$ cat config.mk
export PLATFORM = sky130hd
export DESIGN_NAME = irq_arbiter
export DESIGN_NICKNAME = d
export VERILOG_FILES = /design/src/rtl/irq_pkg.sv /design/src/rtl/irq_rr_pick.sv /design/src/rtl/irq_arbiter.sv
export SDC_FILE = /design/constraint.sdc
export NUM_CORES = 1
export LEC_CHECK = 0
export CELL_PAD_IN_SITES_DETAIL_PLACEMENT = 1
export CELL_PAD_IN_SITES_GLOBAL_PLACEMENT = 2
export CORE_MARGIN = 10
export CORE_UTILIZATION = 33
export CTS_BUF_LIST = sky130_fd_sc_hd__clkbuf_4
export DETAILED_ROUTE_END_ITERATION = 12
export GPL_TIMING_DRIVEN = 1
export PLACE_DENSITY = 0.82
export SYNTH_ARGS = -nofsm -noshare
export SYNTH_HDL_FRONTEND = slang
export SYNTH_SLANG_ARGS = --single-unit
$ cat constraint.sdc
create_clock -name clk -period 3.7 [get_ports clk]
set_input_delay 1.11 -clock clk [delete_from_list [all_inputs] [get_ports clk]]
set_output_delay 1.11 -clock clk [all_outputs]
set_load 0.02 [all_outputs]
$ cat src/rtl/irq_pkg.sv
// Shared constants and FSM state type for the interrupt arbiter.
package irq_pkg;
    localparam int NIRQ   = 7;
    localparam int CODE_W = 3;
    localparam int PTR_W  = $clog2(NIRQ);

    localparam logic [CODE_W-1:0] CODE_NONE = '0;

    typedef enum logic [1:0] {
        IDLE,
        OFFER,
        SERVICE
    } state_t;
endpackage

$ cat src/rtl/irq_rr_pick.sv
// Combinational round-robin picker: first set bit of eligible at or above
// rr_ptr, wrapping from NIRQ-1 back to 0.
module irq_rr_pick
    import irq_pkg::*;
(
    input  logic [NIRQ-1:0]  eligible,
    input  logic [PTR_W-1:0] rr_ptr,
    output logic             found,
    output logic [PTR_W-1:0] index
);
    logic [2*NIRQ-1:0] w_dbl;
    logic [NIRQ-1:0]   w_rot;
    logic [PTR_W-1:0]  w_off;
    logic [PTR_W:0]    w_sum;

    // Doubling the vector turns the wrap-around search into a plain window.
    assign w_dbl = {eligible, eligible};
    assign w_rot = w_dbl[rr_ptr +: NIRQ];

    // NOTE: every output of a combinational block gets a default first, so
    // no path through the loop can leave it unassigned and infer a latch.
    always_comb begin
        found = 1'b0;
        w_off = '0;
        for (int k = NIRQ - 1; k >= 0; k--) begin
            if (w_rot[k]) begin
                found = 1'b1;
                w_off = PTR_W'(k);
            end
        end
    end

    assign w_sum = {1'b0, rr_ptr} + {1'b0, w_off};
    assign index = (w_sum >= (PTR_W + 1)'(NIRQ)) ? PTR_W'(w_sum - (PTR_W + 1)'(NIRQ))
                                                 : w_sum[PTR_W-1:0];
endmodule

$ cat src/rtl/irq_arbiter.sv
// Interrupt arbiter: edge-latched pending register, per-line mask,
// round-robin offer to the core and in-service tracking until end-of-interrupt.
module irq_arbiter
    import irq_pkg::*;
(
    input  logic              clk,
    input  logic              rst,
    input  logic [NIRQ-1:0]   irq_in,
    input  logic              mask_we,
    input  logic [NIRQ-1:0]   mask_wdata,
    output logic [NIRQ-1:0]   mask,
    output logic              irq_valid,
    output logic [CODE_W-1:0] irq_code,
    input  logic              eirq,
    output logic              busy,
    input  logic              eoi,
    output logic [NIRQ-1:0]   pending,
    output logic [NIRQ-1:0]   overrun,
    input  logic              ovr_clr
);
    state_t           r_state;
    state_t           w_state_next;
    logic [NIRQ-1:0]  r_prev;
    logic [NIRQ-1:0]  r_pending;
    logic [NIRQ-1:0]  r_overrun;
    logic [NIRQ-1:0]  r_mask;
    logic [PTR_W-1:0] r_rr_ptr;
    logic [PTR_W-1:0] r_grant;

    logic [NIRQ-1:0]  w_rise;
    logic [NIRQ-1:0]  w_clr;
    logic [NIRQ-1:0]  w_eligible;
    logic             w_found;
    logic [PTR_W-1:0] w_index;
    logic             w_load_offer;
    logic             w_accept;

    assign w_rise     = irq_in & ~r_prev;
    assign w_eligible = r_pending & ~r_mask;
    assign w_clr      = w_accept ? (NIRQ'(1) << r_grant) : '0;

    irq_rr_pick u_pick (
        .eligible (w_eligible),
        .rr_ptr   (r_rr_ptr),
        .found    (w_found),
        .index    (w_index)
    );

    always_comb begin
        w_state_next = r_state;
        w_load_offer = 1'b0;
        w_accept     = 1'b0;
        unique case (r_state)
            IDLE: begin
                if (w_found) begin
                    w_state_next = OFFER;
                    w_load_offer = 1'b1;
                end
            end
            OFFER: begin
                if (eirq) begin
                    w_state_next = SERVICE;
                    w_accept     = 1'b1;
                end
            end
            SERVICE: begin
                if (eoi) w_state_next = IDLE;
            end
            default: w_state_next = IDLE;
        endcase
    end

    // NOTE: sequential state uses non-blocking assignments so every register
    // samples the pre-edge values regardless of statement order.
    always_ff @(posedge clk or posedge rst) begin
        if (rst) begin
            r_state <= IDLE;
        end else begin
            r_state <= w_state_next;
        end
    end

    always_ff @(posedge clk or posedge rst) begin
        if (rst) begin
            r_prev    <= '0;
            r_pending <= '0;
            r_overrun <= '0;
            r_mask    <= '0;
            r_rr_ptr  <= '0;
            r_grant   <= '0;
        end else begin
            r_prev <= irq_in;
            // A rise on the line being accepted re-arms it and is not an overrun.
            r_pending <= (r_pending & ~w_clr) | w_rise;
            r_overrun <= (ovr_clr ? '0 : r_overrun) | (w_rise & r_pending & ~w_clr);
            if (mask_we) r_mask <= mask_wdata;
            if (w_load_offer) r_grant <= w_index;
            if (w_accept) begin
                r_rr_ptr <= (r_grant == PTR_W'(NIRQ - 1)) ? '0 : r_grant + 1'b1;
            end
        end
    end

    assign mask      = r_mask;
    assign pending   = r_pending;
    assign overrun   = r_overrun;
    assign irq_valid = (r_state == OFFER);
    assign busy      = (r_state == SERVICE);
    assign irq_code  = irq_valid ? CODE_W'(r_grant) + 1'b1 : CODE_NONE;
endmodule

==> results of run 1 <==
-- synthesized netlist by cell type (all sizes together) --
| cell type | number |
|---|---|
| clkbuf | 1 |
| mux2i | 10 |
| o21ai | 5 |
| o31ai | 2 |
| fa | 1 |
| o21a | 2 |
| dfrtp | 36 |
| o22ai | 7 |
| nand4 | 2 |
| xor2 | 2 |
| nand2b | 9 |
| nor2b | 8 |
| nor3 | 1 |
| buf | 3 |
| or4 | 2 |
| nor4bb | 1 |
| inv | 17 |
| ha | 9 |
| nor4b | 2 |
| a21o | 2 |
| mux4 | 5 |
| and4b | 2 |
| and2 | 3 |
| a211oi | 1 |
| nand3 | 4 |
| and4bb | 3 |
| mux2 | 10 |
| nand4bb | 1 |
| a21oi | 2 |
| nand2 | 22 |
| nor2 | 8 |
-- power groups by stage --
stage	combinational, W	clock (W)	sequential, W
after floorplan	0.000921	0	0.000625
after global placement	0.00131	0	0.000625
after detailed placement	0.00133	0	0.000629
after CTS	0.00135	0.000198	0.000622
after global routing	0.00168	0.000217	0.000629
final	0.00152	0.000184	0.000611
-- cell type report --
cell class / instances / area [um2] / area share (%)
clock buffer: 5 / 37.54 / 1.365
inverter: 17 / 63.81 / 2.321
timing repair buffer: 59 / 553.0 / 20.12
multi-input combinational: 126 / 1089 / 39.60
clock inverter: 2 / 7.507 / 0.2731
sequential: 36 / 904.6 / 32.91
tap: 75 / 93.84 / 3.414
-- cells in the final DEF, fill, tap and decap left out, types with 2 or more instances in the layout --
| cell | netlist | routed |
|---|---|---|
| nand2b_1 | 9 | 9 |
| nand2_1 | 22 | 22 |
| ha_2 | 0 | 2 |
| dfrtp_1 | 36 | 33 |
| o31ai_1 | 2 | 2 |
| a21o_1 | 2 | 2 |
| clkdlybuf4s50_1 | 0 | 45 |
| mux4_2 | 1 | 2 |
| nor2b_1 | 8 | 7 |
| nand4_1 | 2 | 2 |
| dfrtp_2 | 0 | 3 |
| and2_1 | 3 | 3 |
| mux2_2 | 8 | 7 |
| ha_1 | 9 | 7 |
| o22ai_1 | 7 | 7 |
| inv_1 | 16 | 16 |
| clkinv_1 | 0 | 2 |
| o21ai_0 | 2 | 2 |
| mux2_4 | 2 | 3 |
| or4_4 | 1 | 2 |
| and4bb_2 | 3 | 3 |
| nor4b_1 | 2 | 2 |
| a21oi_1 | 2 | 2 |
| and4b_1 | 2 | 2 |
| buf_4 | 0 | 13 |
| mux2i_1 | 9 | 8 |
| nand3_1 | 4 | 4 |
| o21a_1 | 2 | 2 |
| clkbuf_4 | 0 | 5 |
| nor2_1 | 8 | 7 |
| mux4_1 | 4 | 3 |
-- worst paths after layout --
path	startpoint	to	slack, ns	cells after the start
max reg2reg	pending[6]$_DFF_PP0_	r_grant[1]$_DFFE_PP0P_	0.17	16
min in group asynchronous	rst	overrun[3]$_DFF_PP0_	1.17	3
max in group asynchronous	rst	r_rr_ptr[0]$_DFFE_PP0P_	2.18	3
max	pending[6]$_DFF_PP0_	r_grant[1]$_DFFE_PP0P_	0.17	16
min reg2reg	r_state[1]$_DFFE_PP0P_	r_state[0]$_DFFE_PP0P_	0.48	1
min	r_state[1]$_DFFE_PP0P_	r_state[0]$_DFFE_PP0P_	0.48	1
-- cells by family (layout without fill, tap and decap cells) --
family | after synthesis | in the layout | synth area share (%)
AOI/OAI and AO/OA | 21 | 21 | 6.947
xor gates and xnor gates | 2 | 2 | 0.8533
adders and majority gates | 10 | 10 | 6.460
buffers and inverters | 21 | 83 | 4.936
DFF | 36 | 36 | 43.88
muxes | 25 | 25 | 17.12
and+or+nand+nor | 68 | 68 | 19.81
-- metal layers --
layer  vias up  routed length [um]  GRT usage, %
met3         5                 304         4.050
li1        765                   -             -
met1       791                2329         12.61
met2        27                2642         17.79
met5         -                   0             0
met4         0                  48         2.646
-- timing repair --
action | in CTS | in global routing
pin swaps | 0 | 5
resized for setup | 1 | 14
buffers inserted | 0 | 11
endpoints found under the setup margin | 1 | 2
-- metrics by stage --
stage	power (W)	cells	TNS, ns	area (um2)
global placement	0.001938	302	0	2582
finish	0.002312	320	0	2749
floorplan	0.001546	183	0	2053
detailed placement	0.001963	302	-0.002574	2582
global route	0.002525	320	-0.06838	2749
CTS	0.002166	309	0	2629
-- registers in the layout, summed over array words and instances, names as in the netlist --
name      cells
r_rr_ptr      3
r_prev        7
pending       7
r_grant       3
overrun       7
mask          7
r_state       2
-- critical path, cell delays in order (launching register included) --
cell and delay, ns:
dfrtp_2 0.46, and4bb_2 0.25, or4_4 0.53, mux2_4 0.29, o21ai_2 0.13, a21oi_1 0.07, nor2_1 0.14, ha_2 0.19
inv_1 0.05, fa_1 0.47, inv_1 0.06, ha_2 0.19, inv_1 0.05, nor2_1 0.04, nor2_2 0.21, mux2i_1 0.21
mux2i_1 0.08
==> impl_metrics.tcl, run 1 <==
set metrics [dict create \
    cts_sinks 36 \
    p_int_w 0.001320 \
    synthesis.instances 183 \
    switching_share_pct 42.89 \
    clockBufferDepth 2 \
    clk_latency_ns 0.34 \
    vdd_drop_max_uv 338.7 \
    max_freq_mhz 283.4 \
    htree_levels 2 \
    combPwrFrac_pct 65.6 \
    cts_hold_buf 0 \
    place_hpwl_mm 4.143 \
    synthTopCellsByArea "dfrtp_1 44%, ha_1 5.5%, mux4_1 5.1%" \
    ys_seq_elements 36 \
    synth_top_area_cell "dfrtp_1" \
    grt_pass1_vias 1687 \
    nNetsFinal 275 \
    post-route-min-period_ns 3.529 \
    grt_antenna_before_repair 0 \
    clock-root-buffer "clkbuf_4" \
    drv_cap 0 \
    hold_ws_ns 0.4795 \
    io_buffers 45 \
    cts_tree "yes" \
    vias 1588 \
    clk_pin_slew_ns 0.09 \
    diodes 0 \
    cp.required_ns 3.92 \
    setup_slack_ns 0.1713 \
    arrival_ns 3.75 \
    wl_per_cell_um 16.64 \
    skew_ns 0.009330 \
    cp-end-kind "flop" \
    p_leak_nw 1.219 \
    cts_buffers 5 \
    die_w_um 98.88 \
    synth_warnings 0 \
    timing.final.hold_violations 0 \
    place.gp.congestion 0.7669 \
    dieArea_mm2 0.009777 \
    die_y_um 98.88 \
    finalSetupViolCount 0 \
    yosysSeqAreaShare_pct 43.88 \
    syn-cell-area_mm2 0.002053 \
    worstSetupPathType "flop to flop" \
    status "complete, no violations" \
    grt_overflow_total 0 \
    io_pins 46 \
    seq_power_share_pct 26.4 \
    grt_max_degree 37 \
    rows 28 \
    routed_wl_mm 5.324 \
    fillers 668 \
    viasPerCell 4.963 \
    min_path_type "flop to flop" \
    track_usage_pct 10.69 \
    syn_to_final_growth_pct 33.88 \
    relSlewSlack_pct 61.40 \
    period_share_pct 95.37 \
    initial_core_util_pct 34.27 \
    netlist-cell-type-count 38 \
    syn_nets 213 \
    grt_pass1_wl_mm 8.652 \
    cellPowerDensity_mw_per_mm2 841.0 \
    drive_gt1_share_pct 20.41 \
    startpoint_type "flop" \
    drtIter0Drc 83 \
    fin_util_pct 45.89 \
    p_clk_share_pct 8.0 \
    pre_cts_ws_ns -0.002574 \
    drc 0 \
    core_mm2 0.005991 \
    avgSynthCellArea_um2 11.22 \
    antenna_left 0 \
    report.final.slew_viol_count 0 \
    cp_max_fo 5 \
    p_sw_w 0.0009915 \
    dr.pass1.iters 3 \
    yosys.area.top_type_share_pct 43.88 \
    tightest_slew_ns 0.5790 \
]
Power figures use the tool's default switching activity.
==> inputs of run 2 (changes only) <==
--- a/config.mk
+++ b/config.mk
@@ -7,7 +7,6 @@
 export LEC_CHECK = 0
 export CELL_PAD_IN_SITES_DETAIL_PLACEMENT = 1
 export CELL_PAD_IN_SITES_GLOBAL_PLACEMENT = 2
-export CORE_MARGIN = 10
 export CORE_UTILIZATION = 33
 export CTS_BUF_LIST = sky130_fd_sc_hd__clkbuf_4
 export DETAILED_ROUTE_END_ITERATION = 12
==> impl_metrics.tcl, run 2 (synthesis gave the netlist of run 1 again) <==
set metrics [dict create \
    nNetsFinal 270 \
    viasPerCell 5.000 \
    grt_overflow_total 0 \
    drtIter0Drc 90 \
    startpoint_type "flop" \
    max_freq_mhz 285.8 \
    cts_sinks 36 \
    status "complete, no violations" \
    htree_levels 2 \
    power_w 0.002454 \
    p_leak_nw 1.222 \
    skew_ns 0.01371 \
    dp_cells 304 \
    cts_tree "yes" \
    layout_common_cells "45 x clkdlybuf4s50_1, 34 x dfrtp_1, 22 x nand2_1" \
    clock-root-buffer "clkbuf_4" \
    grt_max_degree 23 \
    place_hpwl_mm 3.828 \
    vias 1580 \
    diodes 0 \
    die_w_um 80.88 \
    grt_pass1_vias 1663 \
    seqCellArea_um2 903.4 \
    cp_max_fo 5 \
    io_pins 46 \
    routed_wl_mm 5.025 \
    vdd_drop_max_uv 303.0 \
    clockBufferDepth 2 \
    clk_pin_slew_ns 0.11 \
    drive_gt1_share_pct 18.67 \
    arrival_ns 3.73 \
    worstSetupPathType "flop to flop" \
    post-route-min-period_ns 3.499 \
    cp.required_ns 3.93 \
    initial_core_util_pct 34.47 \
    drv_cap 0 \
    grt_antenna_before_repair 0 \
    min_path_type "flop to flop" \
    cp-end-kind "flop" \
    r2r.worst_path.cells 17 \
    cts_hold_buf 0 \
    drc 0 \
    core_mm2 0.005956 \
    die_y_um 80.88 \
    timing.final.hold_violations 0 \
    track_usage_pct 16.71 \
    relSlewSlack_pct 43.97 \
    antenna_left 0 \
    fin_cells 316 \
    finalSetupViolCount 0 \
    report.final.slew_viol_count 0 \
    multi_input_area_mm2 0.001067 \
    wl_per_cell_um 15.90 \
    dr.pass1.iters 4 \
    io_buffers 45 \
    rows 28 \
    period_share_pct 94.58 \
    place.gp.congestion 0.7880 \
    placed_cell_area_mm2 0.002597 \
    fillers 657 \
    cts_buffers 5 \
    clk_latency_ns 0.35 \
    cellPowerDensity_mw_per_mm2 885.5 \
    dieArea_mm2 0.006542 \
    grt_pass1_wl_mm 8.245 \
    syn_to_final_growth_pct 34.98 \
    tightest_slew_ns 0.8395 \
    layout_commonest_cell "clkdlybuf4s50_1" \
    design_area_mm2 0.002771 \
    min_delay_path_depth 1 \
]
run 2: per-layer routing:
metal / vias up / GRT usage [%] / routed length, um
li1: 758 / - / -
met5: - / 0 / 0
met4: 0 / 5.357 / 73
met3: 6 / 2.921 / 125
met1: 792 / 23.60 / 2393
met2: 24 / 25.88 / 2432
run 2: final timing paths:
path | start | to | slack, ns
worst min register to register | r_state[1]$_DFFE_PP0P_ | r_state[0]$_DFFE_PP0P_ | 0.48
min in group asynchronous | rst | r_prev[4]$_DFF_PP0_ | 1.21
worst max-delay path | r_rr_ptr[1]$_DFFE_PP0P_ | r_grant[1]$_DFFE_PP0P_ | 0.20
max in group asynchronous | rst | r_rr_ptr[0]$_DFFE_PP0P_ | 1.83
worst max register to register | r_rr_ptr[1]$_DFFE_PP0P_ | r_grant[1]$_DFFE_PP0P_ | 0.20
worst min-delay path | r_state[1]$_DFFE_PP0P_ | r_state[0]$_DFFE_PP0P_ | 0.48
run 2: worst max-delay path, cell delays in order (launching register included):
cell and delay, ns:
dfrtp_2 0.42, buf_4 0.15, and4b_1 0.19, or4_4 0.52, mux2_2 0.28, o21ai_1 0.12, a21oi_1 0.08, nor2_1 0.12
ha_2 0.19, inv_1 0.05, fa_1 0.48, inv_1 0.05, ha_2 0.18, inv_1 0.05, nor2_1 0.04, nor2_2 0.17
mux2i_1 0.22, mux2i_1 0.08
run 2: where the power goes:
group          leakage, nW  switching, W  total, W  internal, W
registers            0.411      0.000122  0.000612     0.000491
clock network       0.0654      0.000141  0.000420     0.000278
logic                0.746      0.000718   0.00142     0.000704
run 2: what timing repair did:
action,CTS,global route
setup endpoints to repair,0,2
gates resized for setup,0,10
buffers inserted,0,4
run 2: cell type report:
cell class                      count  area share [%]
Multi-Input combinational cell    126           38.51
Sequential cell                    36           32.60
Timing Repair Buffer               54           18.60
Tap cell                           75           3.386
Clock inverter                      3           3.251
Inverter                           17           2.302
Clock buffer                        5           1.354
run 2: metrics by stage:
stage,hold WS (ns),utilization [%],setup slack [ns],TNS [ns]
floorplan,0.4417,-,0.3502,0
global placement,0.4635,43.61,0.2089,0
detailed placement,0.4736,43.61,0.1078,0
CTS,0.4868,45.76,0.07895,0
global route,0.5105,46.53,-0.007372,-0.007372
finish,0.4825,46.53,0.2006,0
==> inputs of run 3 (changes only) <==
--- a/config.mk
+++ b/config.mk
@@ -7,11 +7,12 @@
 export LEC_CHECK = 0
 export CELL_PAD_IN_SITES_DETAIL_PLACEMENT = 1
 export CELL_PAD_IN_SITES_GLOBAL_PLACEMENT = 2
+export CORE_ASPECT_RATIO = 1.4
 export CORE_UTILIZATION = 33
 export CTS_BUF_LIST = sky130_fd_sc_hd__clkbuf_4
 export DETAILED_ROUTE_END_ITERATION = 12
 export GPL_TIMING_DRIVEN = 1
-export PLACE_DENSITY = 0.82
+export PLACE_DENSITY_LB_ADDON = 0.1
 export SYNTH_ARGS = -nofsm -noshare
 export SYNTH_HDL_FRONTEND = slang
 export SYNTH_SLANG_ARGS = --single-unit
==> impl_metrics.tcl, run 3 (synthesis gave the netlist of run 1 again) <==
set metrics [dict create \
    status "complete, no violations" \
    vdd_drop_max_uv 250.1 \
    drv_cap 0 \
    cp-end-kind "flop" \
    cts_hold_buf 0 \
    syn_to_final_growth_pct 30.23 \
    track_usage_pct 17.48 \
    min_path_type "flop to flop" \
    io_buffers 45 \
    max_freq_mhz 284.8 \
    grt_overflow_total 0 \
    p_leak_nw 1.190 \
    placed_cell_area_mm2 0.002584 \
    rows 33 \
    grt_max_degree 37 \
    cts_buffers 5 \
    clock-root-buffer "clkbuf_4" \
    met1_usage_pct 20.70 \
    clk_latency_ns 0.34 \
    setup_slack_ns 0.1892 \
    dr.pass1.iters 4 \
    tns_ns 0 \
    min_delay_path_depth 1 \
    startpoint_type "flop" \
    critPathMaxStageDelay_ns 0.55 \
    period_share_pct 94.89 \
    fin_cells 309 \
    slowest_stage "or4_4" \
    drc 0 \
    viasPerCell 5.165 \
    layout_common_cells "45 x clkdlybuf4s50_1, 34 x dfrtp_1, 22 x nand2_1" \
    clockBufferDepth 2 \
    nNetsFinal 268 \
    place.gp.congestion 0.6882 \
    pre_cts_ws_ns 0.07133 \
    skew_ns 0.02044 \
    grt_pass1_wl_mm 8.231 \
    cts_sinks 36 \
    htree_levels 2 \
    report.final.slew_viol_count 0 \
    diodes 0 \
    grt_pass1_vias 1667 \
    dp_cells 298 \
    drive_gt1_share_pct 15.90 \
    grt_use_met2_pct 30.56 \
    design_area_mm2 0.002674 \
    antenna_left 0 \
    fin_util_pct 44.97 \
    initial_core_util_pct 34.53 \
    relSlewSlack_pct 64.43 \
    layout_commonest_cell "clkdlybuf4s50_1" \
    clk_pin_slew_ns 0.12 \
    arrival_ns 3.74 \
    routed_wl_mm 5.161 \
    worstSetupPathType "flop to flop" \
    timing.final.hold_violations 0 \
    busiest_layer "met2" \
    cellPowerDensity_mw_per_mm2 818.3 \
    post-route-min-period_ns 3.511 \
    io_pins 46 \
    dieArea_mm2 0.006546 \
    wl_per_cell_um 16.70 \
    die_w_um 68.67 \
    cp_max_fo 6 \
    crit_chain "buf_2, and4bb_2, or4_4, mux2i_2, and2_1, nor2b_1, o21ai_1, fa_1, inv_1, ha_1, inv_1, nor2_1, nor2_2, mux2i_1, mux2i_1" \
    fillers 676 \
    die_y_um 95.33 \
    tightest_slew_ns 0.5336 \
    cts_tree "yes" \
    place_hpwl_mm 4.065 \
    grtUsageMet3_pct 4.067 \
    cp.required_ns 3.93 \
    vias 1596 \
    grt_antenna_before_repair 0 \
    r2r.worst_path.cells 15 \
    drtIter0Drc 24 \
    finalSetupViolCount 0 \
    core_mm2 0.005946 \
]
[run 3: changes by cell type in the layout (fill, tap and decap cells not counted), moves of 2 or more]
cell / previous run / this run
mux4_2: 3 / 1
buf_4: 8 / 6
mux4_1: 2 / 4
ha_2: 2 / 0
bufinv_16: 3 / 0
ha_1: 7 / 9
[run 3: worst paths after layout]
kind / start / end / slack (ns)
setup / recovery: r_rr_ptr[1]$_DFFE_PP0P_ / r_grant[1]$_DFFE_PP0P_ / 0.19
hold / removal: r_state[1]$_DFFE_PP0P_ / r_state[0]$_DFFE_PP0P_ / 0.51
setup reg to reg: r_rr_ptr[1]$_DFFE_PP0P_ / r_grant[1]$_DFFE_PP0P_ / 0.19
hold reg to reg: r_state[1]$_DFFE_PP0P_ / r_state[0]$_DFFE_PP0P_ / 0.51
max in group asynchronous: rst / r_rr_ptr[0]$_DFFE_PP0P_ / 2.17
min in group asynchronous: rst / r_prev[2]$_DFF_PP0_ / 1.16
[run 3: power breakdown]
part           total, W  internal (W)  switching, W
Combinational   0.00135      0.000668      0.000679
Clock          0.000220     0.0000829      0.000137
Sequential     0.000621      0.000491      0.000130
[run 3: worst max-delay path, delay by kind of cell, from the launching register on]
kind                       cells  cell delay (ns)
AOI/OAI and AO/OA              1             0.11
muxes                          3             0.51
buffers and inverters          3             0.30
adders and majority gates      2             0.73
and+or+nand+nor                6             1.32
DFF                            1             0.43
[run 3: stage by stage]
stage	hold WS [ns]	power (W)
after detailed placement	0.4895	0.001953
final	0.5054	0.002188
after CTS	0.5030	0.002194
after global routing	0.5219	0.002371
after floorplan	0.4417	0.001546
after global placement	0.4665	0.001916
[run 3: layer usage]
metal  routed length, um  share of wire, %
met1                2111                41
met2                2795                54
met3                 180               3.5
met4                  73               1.4
met5                   0                 0
[run 3: layout make-up]
| class | count | area [um2] | area share, % |
|---|---|---|---|
| clock buffers | 6 | 45.04 | 1.685 |
| multi-input cells | 126 | 1057 | 39.54 |
| inverters | 17 | 63.81 | 2.387 |
| well taps | 70 | 87.58 | 3.276 |
| flip-flops and latches | 36 | 903.4 | 33.79 |
| repair buffers | 52 | 500.5 | 18.72 |
| clock inverters | 2 | 16.27 | 0.6083 |
[run 3: what timing repair did]
item | 4_1_cts | 5_1_grt
hold endpoints to repair | 0 | 0
setup buffers | 0 | 3
resized for setup | 0 | 4
endpoints found under the setup margin | 0 | 2
